File: config.mk
export PLATFORM = sky130hd
export DESIGN_NAME = pc_branch_unit
export DESIGN_NICKNAME = d
export VERILOG_FILES = /design/src/rtl/pc_branch_unit.sv
export SDC_FILE = /design/constraint.sdc
export NUM_CORES = 1
export LEC_CHECK = 0
export BUFFER_PORTS_ARGS = -buffer_cell sky130_fd_sc_hd__buf_2
export CAP_MARGIN = 40
export CORE_ASPECT_RATIO = 0.5
export CORE_MARGIN = 8
export CORE_UTILIZATION = 54
export DETAILED_ROUTE_END_ITERATION = 16
export PLACE_DENSITY = 0.83
export SLEW_MARGIN = 10
export SYNTH_ARGS = -nofsm -noshare
export SYNTH_HDL_FRONTEND = slang
export SYNTH_SLANG_ARGS = --single-unit
File: constraint.sdc
create_clock -name clk -period 3.9 [get_ports clk]
set_input_delay 0.195 -clock clk [delete_from_list [all_inputs] [get_ports clk]]
set_output_delay 0.195 -clock clk [all_outputs]
set_load 0.02 [all_outputs]
File: src/rtl/pc_branch_unit.sv
// Program counter with branch/jump redirect, post-redirect flush window
// and a saturating count of taken redirects.
module pc_branch_unit #(
  parameter logic [31:0] RESET_PC     = 32'h0000_0000,
  parameter int unsigned FLUSH_CYCLES = 1
) (
  input  logic        clk,
  input  logic        reset,
  input  logic        stall,
  input  logic        branchMux,
  input  logic [15:0] branchOffset,
  input  logic        jump,
  input  logic [25:0] jumpTarget,
  output logic [31:0] pc,
  output logic [31:0] pcPlus4,
  output logic        flush,
  output logic [7:0]  takenCount
);

  localparam int unsigned CntW = 3;
  localparam int unsigned PcW  = 32;
  localparam logic [PcW-1:0] ResetPcAligned = {RESET_PC[PcW-1:2], 2'b00};

  typedef enum logic {RUN, FLUSH} state_t;

  state_t          state, stateNext;
  logic [CntW-1:0] flushCnt, flushCntNext;
  logic [PcW-1:0]  pcNext;
  logic            flushNext;
  logic [7:0]      takenCountNext;
  logic [PcW-1:0]  branchAddr;
  logic [PcW-1:0]  jumpAddr;

  assign pcPlus4    = pc + PcW'(4);
  assign branchAddr = pcPlus4 + {{14{branchOffset[15]}}, branchOffset, 2'b00};
  assign jumpAddr   = {pcPlus4[31:28], jumpTarget, 2'b00};

  // State and output registers
  always_ff @(posedge clk) begin
    if (reset) begin
      state      <= RUN;
      flushCnt   <= '0;
      pc         <= ResetPcAligned;
      flush      <= 1'b0;
      takenCount <= '0;
    end else begin
      state      <= stateNext;
      flushCnt   <= flushCntNext;
      pc         <= pcNext;
      flush      <= flushNext;
      takenCount <= takenCountNext;
    end
  end

  // Next-state and next-output logic
  always_comb begin
    stateNext      = state;
    flushCntNext   = flushCnt;
    pcNext         = pc;
    flushNext      = 1'b0;
    takenCountNext = takenCount;
    case (state)
      RUN: begin
        if (!stall) begin
          if (jump || branchMux) begin
            pcNext       = jump ? jumpAddr : branchAddr;
            stateNext    = FLUSH;
            flushCntNext = CntW'(FLUSH_CYCLES);
            flushNext    = 1'b1;
            if (takenCount != 8'hFF) takenCountNext = takenCount + 8'd1;
          end else begin
            pcNext = pcPlus4;
          end
        end
      end
      FLUSH: begin
        // Countdown ignores stall; flush drops on the edge leaving FLUSH
        if (flushCnt <= CntW'(1)) begin
          stateNext    = RUN;
          flushCntNext = '0;
        end else begin
          flushCntNext = flushCnt - CntW'(1);
          flushNext    = 1'b1;
        end
      end
      default: stateNext = RUN;
    endcase
  end

endmodule

# Yosys cells after proc, flatten, opt, wreduce, memory -nomap -nowiden
# Cells that the tools add are included.
op_classes:
  addsub: 4
  n_mul: 0
  div: 0
  magnitude_cmp: 1
  n_eq_ne: 3
  shift: 0
  muxes: 10
  n_bitwise: 2
  reduce_logical: 4
ops:
  columns: ["op", "count"]
  rows:
  - ["2-to-1 mux 32 bit", 2]
  - ["adder 32 x 3 -> 32 bit (second input constant)", 1]
  - ["adder 32 bit", 1]
  - ["2-to-1 mux 3 bit", 3]
  - ["adder 8 x 1 -> 8 bit (second input constant)", 1]
  - ["!= test 8 bit (second input constant)", 1]
  - ["case mux 3 bit (2 select lines)", 1]
  - ["!= test 2 bit (second input constant)", 2]
  - ["AND reduction 2 bit", 2]
  - ["AND reduction 4 bit", 1]
  - ["<= comparator 3 x 1 -> 1 bit (second input constant)", 1]
  - ["2-to-1 mux 1 bit", 3]
  - ["subtractor 3 x 1 -> 3 bit (second input constant)", 1]
  - ["NOT 1 bit", 2]
  - ["case mux 1 bit (2 select lines)", 1]
  - ["logical OR 1 bit", 1]
word_totals:
  ff_bits: 44
  latchBits: 0
  mem_bits_rw: 0
  mem_bits_ro: 0
  in_bits: 47
  output_inout_bits: 73
  wordCells: 28
  n_memories: 0

# Logic depth before layout (Yosys ltp)
depth:
  depth_word: 4
  ltp_mapped: 19
  mapped_depth_nobuf: 17

# Worst setup path before layout
# Ideal clock, no wire load.
synth_path:
  path_kind: "flip-flop to flip-flop"
  from: "register pc[9]"
  to: "register pc[31]"
  setup_ns: 0.121
  arrival_ns: 3.722
  t_required_ns: 3.779
  setup_slack_ns: 0.057
  stages_incl_launch_ff: 19
  path_buffers: 1
  synth_period_minus_slack_ns: 3.843
  cell_sequence: "dfxtp_1 > and4_1 > and3_1 > nand2_1 > nor3_1 > and3_1 > xor2_1 > ha_1 > clkbuf_1 > a21o_1 > a21o_1 > a21oi_1 > o21ai_0 > a21oi_1 > o31ai_2 > xnor2_1 > nor2_1 > xnor2_1 > o21ai_1"
synth_via:
  elab_chain_cells: 4
synth_lines:
  columns: ["element", "line_no", "text"]
  rows:
  - ["from (decl)", "14", "output logic [31:0] pc,"]
  - ["from (signal assigned)", "43", "pc <= ResetPcAligned;"]
  - ["from (signal assigned)", "49", "pc <= pcNext;"]
  - ["adder 32 x 3 -> 32 bit", "34", "assign pcPlus4 = pc + PcW'(4);"]
  - ["via pcPlus4[24]", "15", "output logic [31:0] pcPlus4,"]
  - ["adder 32 bit", "35", "assign branchAddr = pcPlus4 + {{14{branchOffset[15]}}, branchOffset, 2'b00};"]
  - ["2-to-1 mux 32 bit", "66", "pcNext = jump ? jumpAddr : branchAddr;"]
  - ["2-to-1 mux 32 bit", "65", "if (jump || branchMux) begin"]
# The timed path passes the listed nets, and every way through them passes these cells.
# A chain may end at the register's enable or synchronous reset.

# Worst setup path after layout
layout_path:
  from: "register pc[5]"
  to: "register pc[30]"
layout_via:
  elab_chain_cells: 4
layout_lines:
  columns: ["element", "line_no"]
  rows:
  - ["adder 32 x 3 -> 32 bit (*)", "34"]
  - ["adder 32 bit", "35"]
  - ["2-to-1 mux 32 bit", "66"]
  - ["2-to-1 mux 32 bit (*)", "65"]
# Mark *: on every way between the ends. The rest lies on a longest branch, timed or not.

==> flow_metrics.py <==
metrics = {
    "sta": {
        "max_clock_freq_mhz": 270,
        "finalHoldViolCount": 0,
        "finalCritPeriodShare": 0.950,
        "setup_viol": 0,
        "slew_headroom": 0.455,
        "worst_pin_slew_ps": 816,
        "fin_tns_setup_ps": 0,
        "drv_slew": 0,
        "grt_setup_unrepaired": "no",
        "min_period_ps": 3700,
        "fin_skew_ps": 4.03,
    },
    "synthesis": {
        "synth_top_family_by_area": "compound AO/OA/AOI/OAI gates",
        "synthAdderAreaFrac": 0.119,
        "synth_mux_area_frac": 0.0195,
        "yosysWarnings": 0,
        "syn_inst": 565,
        "synth.top_cell.area_share": 0.201,
        "yosysMostFrequentCell": "nor2_1",
        "synth.area.top_cells": "dfxtp_1, ha_1, xnor2_1",
        "synth_commonest_cells": "nor2_1, nand2_1, a21oi_1",
        "synth_compound_area_frac": 0.267,
        "async_reset_ff_frac": 0,
        "synth-seq-cells": 42,
        "avgSynthCellArea_um2": 7.40,
        "synth_area_um2": 4180,
        "synthXorXnorAreaFrac": 0.122,
        "synthSimpleGateAreaFrac": 0.223,
        "ys_types": 63,
        "seq_area_frac_synth": 0.201,
        "synth_top_area_cell": "dfxtp_1",
        "synth_edf_count": 0,
        "synth_flop_cell": "dfxtp_1",
    },
    "final_layout": {
        "finalNonFillerCells": 776,
        "n_antenna_cell": 0,
        "final_area_um2": 5140,
        "seq_area_um2": 843,
        "fill_cells": 640,
        "multi_input_area_um2": 3270,
        "nets": 765,
        "drive_gt1_frac": 0.259,
        "synthToLayoutAreaGrowth_pct": 22.9,
    },
    "status": {
        "status": "finished, final reports clean",
    },
    "power": {
        "power_frac_clock": 0.273,
        "p_leak_nw": 2.40,
        "p_comb_frac": 0.416,
        "ir_worst_vdd_uv": 304,
        "cellPowerDensity_nw_per_um2": 313,
        "internal-power_mw": 0.960,
        "pwr-share-seq": 0.311,
        "p_sw_mw": 0.648,
        "power_mw": 1.61,
        "swShare": 0.403,
    },
    "die": {
        "initial_core_util": 0.565,
        "io_pins": 120,
        "fp.dieW_um": 140,
        "rows": 22,
        "dieArea_um2": 11000,
        "core_area_um2": 7400,
        "die_h_um": 78.2,
    },
    "worst_setup_path": {
        "r2r-start": "pc[5]$_SDFFE_PP0P_",
        "startpoint_type": "flop",
        "arrival_ps": 3860,
        "startpoint": "pc[5]$_SDFFE_PP0P_",
        "critical_path_class": "flop to flop",
        "cp_max_fo": 7,
        "cp.required_ps": 4060,
        "reg2reg_depth": 16,
        "cp-end-kind": "flop",
    },
    "place": {
        "io_buffers": 115,
        "gp_congestion": 0.929,
        "hpwl_um": 10600,
        "dpl.cell_count": 764,
        "placedInstanceArea_um2": 4840,
    },
    "global_route": {
        "antenna_found_initial": 0,
        "grt_pass1_wl_um": 21500,
        "grt_max_degree": 32,
        "track_usage": 0.234,
        "grt_pass1_vias": 4281,
        "grt-ovfl-total": 0,
    },
    "drt": {
        "dr.pass1.iters": 5,
        "ant_nets": 0,
        "routed_via_density": 6.02,
        "wl_um": 13900,
        "dr_total_vias": 4670,
        "detail_route.iter0.violations": 470,
        "wl_per_cell_um": 17.9,
        "drc": 0,
    },
    "cts": {
        "clock_path_buffers": 2,
        "cts_tree": "yes",
        "insertion_delay_ps": 290,
        "cts.sinks": 42,
        "root_buffer": "clkbuf_16",
        "htree_levels": 2,
        "cts_made_buffers": 5,
        "clk_pin_slew_worst_paths_ps": 70,
    },
    "run": {
        "cap_violations": 0,
    },
    "hold_path": {
        "worstHoldStart": "jumpTarget[17]",
        "holdPathStages": 3,
        "hold_path_class": "input port to flop",
    },
}
[what timing repair did]
action                                  CTS  global route
gates cloned                              0             0
buffers inserted                          0             4
endpoints found under the setup margin    1             8
hold buffers                              0             0
pin swaps                                 0             1
gates resized for setup                   1            23
[registers in the layout (all words and copies together), names as in the netlist]
| signal | count |
|---|---|
| pc | 30 |
| takenCount | 8 |
| flushCnt | 3 |
| state | 1 |
[power groups by stage]
| stage | registers (mW) | clock network [mW] | logic [mW] |
|---|---|---|---|
| global route | 0.504 | 0.456 | 0.725 |
| CTS | 0.496 | 0.444 | 0.636 |
| finish | 0.500 | 0.440 | 0.669 |
| global placement | 0.504 | 0 | 0.630 |
| floorplan | 0.531 | 0 | 0.425 |
| detailed placement | 0.506 | 0 | 0.632 |
[cells by family (layout without fill, tap and decap cells)]
family / after synthesis / count (layout)
xor gates and xnor gates: 58 / 58
other: 1 / 4
DFF: 42 / 42
and+or+nand+nor: 200 / 200
adders and majority gates: 39 / 39
muxes: 8 / 8
buffers and inverters: 41 / 153
AOI/OAI and AO/OA: 176 / 176
[routing by layer]
layer	share of wire	track usage	wire (um)
met5	0	0	0
met1	0.44	0.311	6120
met4	0.015	0.0473	204
met2	0.46	0.384	6310
met3	0.089	0.0519	1230
[area by class of cell]
type,instances,area share
clock inverters,3,0.00487
well taps,96,0.0234
multi-input cells,485,0.636
flip-flops and latches,42,0.164
repair buffers,133,0.138
clock buffers,5,0.0244
inverters,12,0.00877
[critical path: stages, from the launching register on]
cell      delay [ps]
dfxtp_1          400
and3_1           200
and3_1           220
nand2_1          140
nor2_1           150
xor2_1           250
ha_2             370
a21oi_1          140
o21ai_0          130
or3_1            380
o211ai_4         300
o31ai_4          140
a31oi_2          240
o21ai_1          100
xor2_1           150
a21oi_1          180
o21ai_0           90
[final timing paths]
check	to	slack, ps
max reg2reg	pc[30]$_SDFFE_PP0P_	200
max	pc[30]$_SDFFE_PP0P_	200
min	pc[19]$_SDFFE_PP0P_	200
min reg2reg	pc[22]$_SDFFE_PP0P_	490
[per-stage QoR]
stage	worst slack [ps]	utilization	hold slack, ps
after floorplan	56.6	-	380
after global placement	20.5	0.652	464
after detailed placement	43.6	0.653	479
after CTS	109	0.674	197
after global routing	2.09	0.694	221
final	197	0.694	196
[placed cells by master, fill, tap and decap left out, types with 3 or more instances in the layout]
| cell type | netlist | layout |
|---|---|---|
| nand2_1 | 57 | 57 |
| clkbuf_16 | 0 | 5 |
| o21a_1 | 4 | 4 |
| buf_2 | 3 | 115 |
| and2_1 | 3 | 3 |
| a21o_1 | 11 | 11 |
| nor3_1 | 11 | 10 |
| o21ai_0 | 43 | 41 |
| conb_1 | 1 | 4 |
| nor2b_1 | 7 | 7 |
| inv_1 | 12 | 12 |
| buf_4 | 5 | 18 |
| nor2_1 | 62 | 62 |
| or2_2 | 4 | 4 |
| o211ai_1 | 6 | 6 |
| a221oi_1 | 4 | 4 |
| a21oi_1 | 54 | 53 |
| nand3_1 | 22 | 22 |
| dfxtp_1 | 42 | 40 |
| ha_1 | 38 | 36 |
| xor2_1 | 20 | 19 |
| xnor2_1 | 38 | 34 |
| and4_1 | 3 | 3 |
| and3_1 | 7 | 6 |
| o22ai_1 | 3 | 3 |
| nand4_1 | 13 | 13 |
| a31oi_1 | 5 | 4 |
| a211oi_1 | 14 | 12 |
| or3_1 | 3 | 3 |
| o21ai_1 | 4 | 5 |
| xnor2_2 | 0 | 4 |
| o21bai_1 | 4 | 4 |
| mux2i_1 | 7 | 7 |
Note: power is estimated with default switching activity, not from simulation.
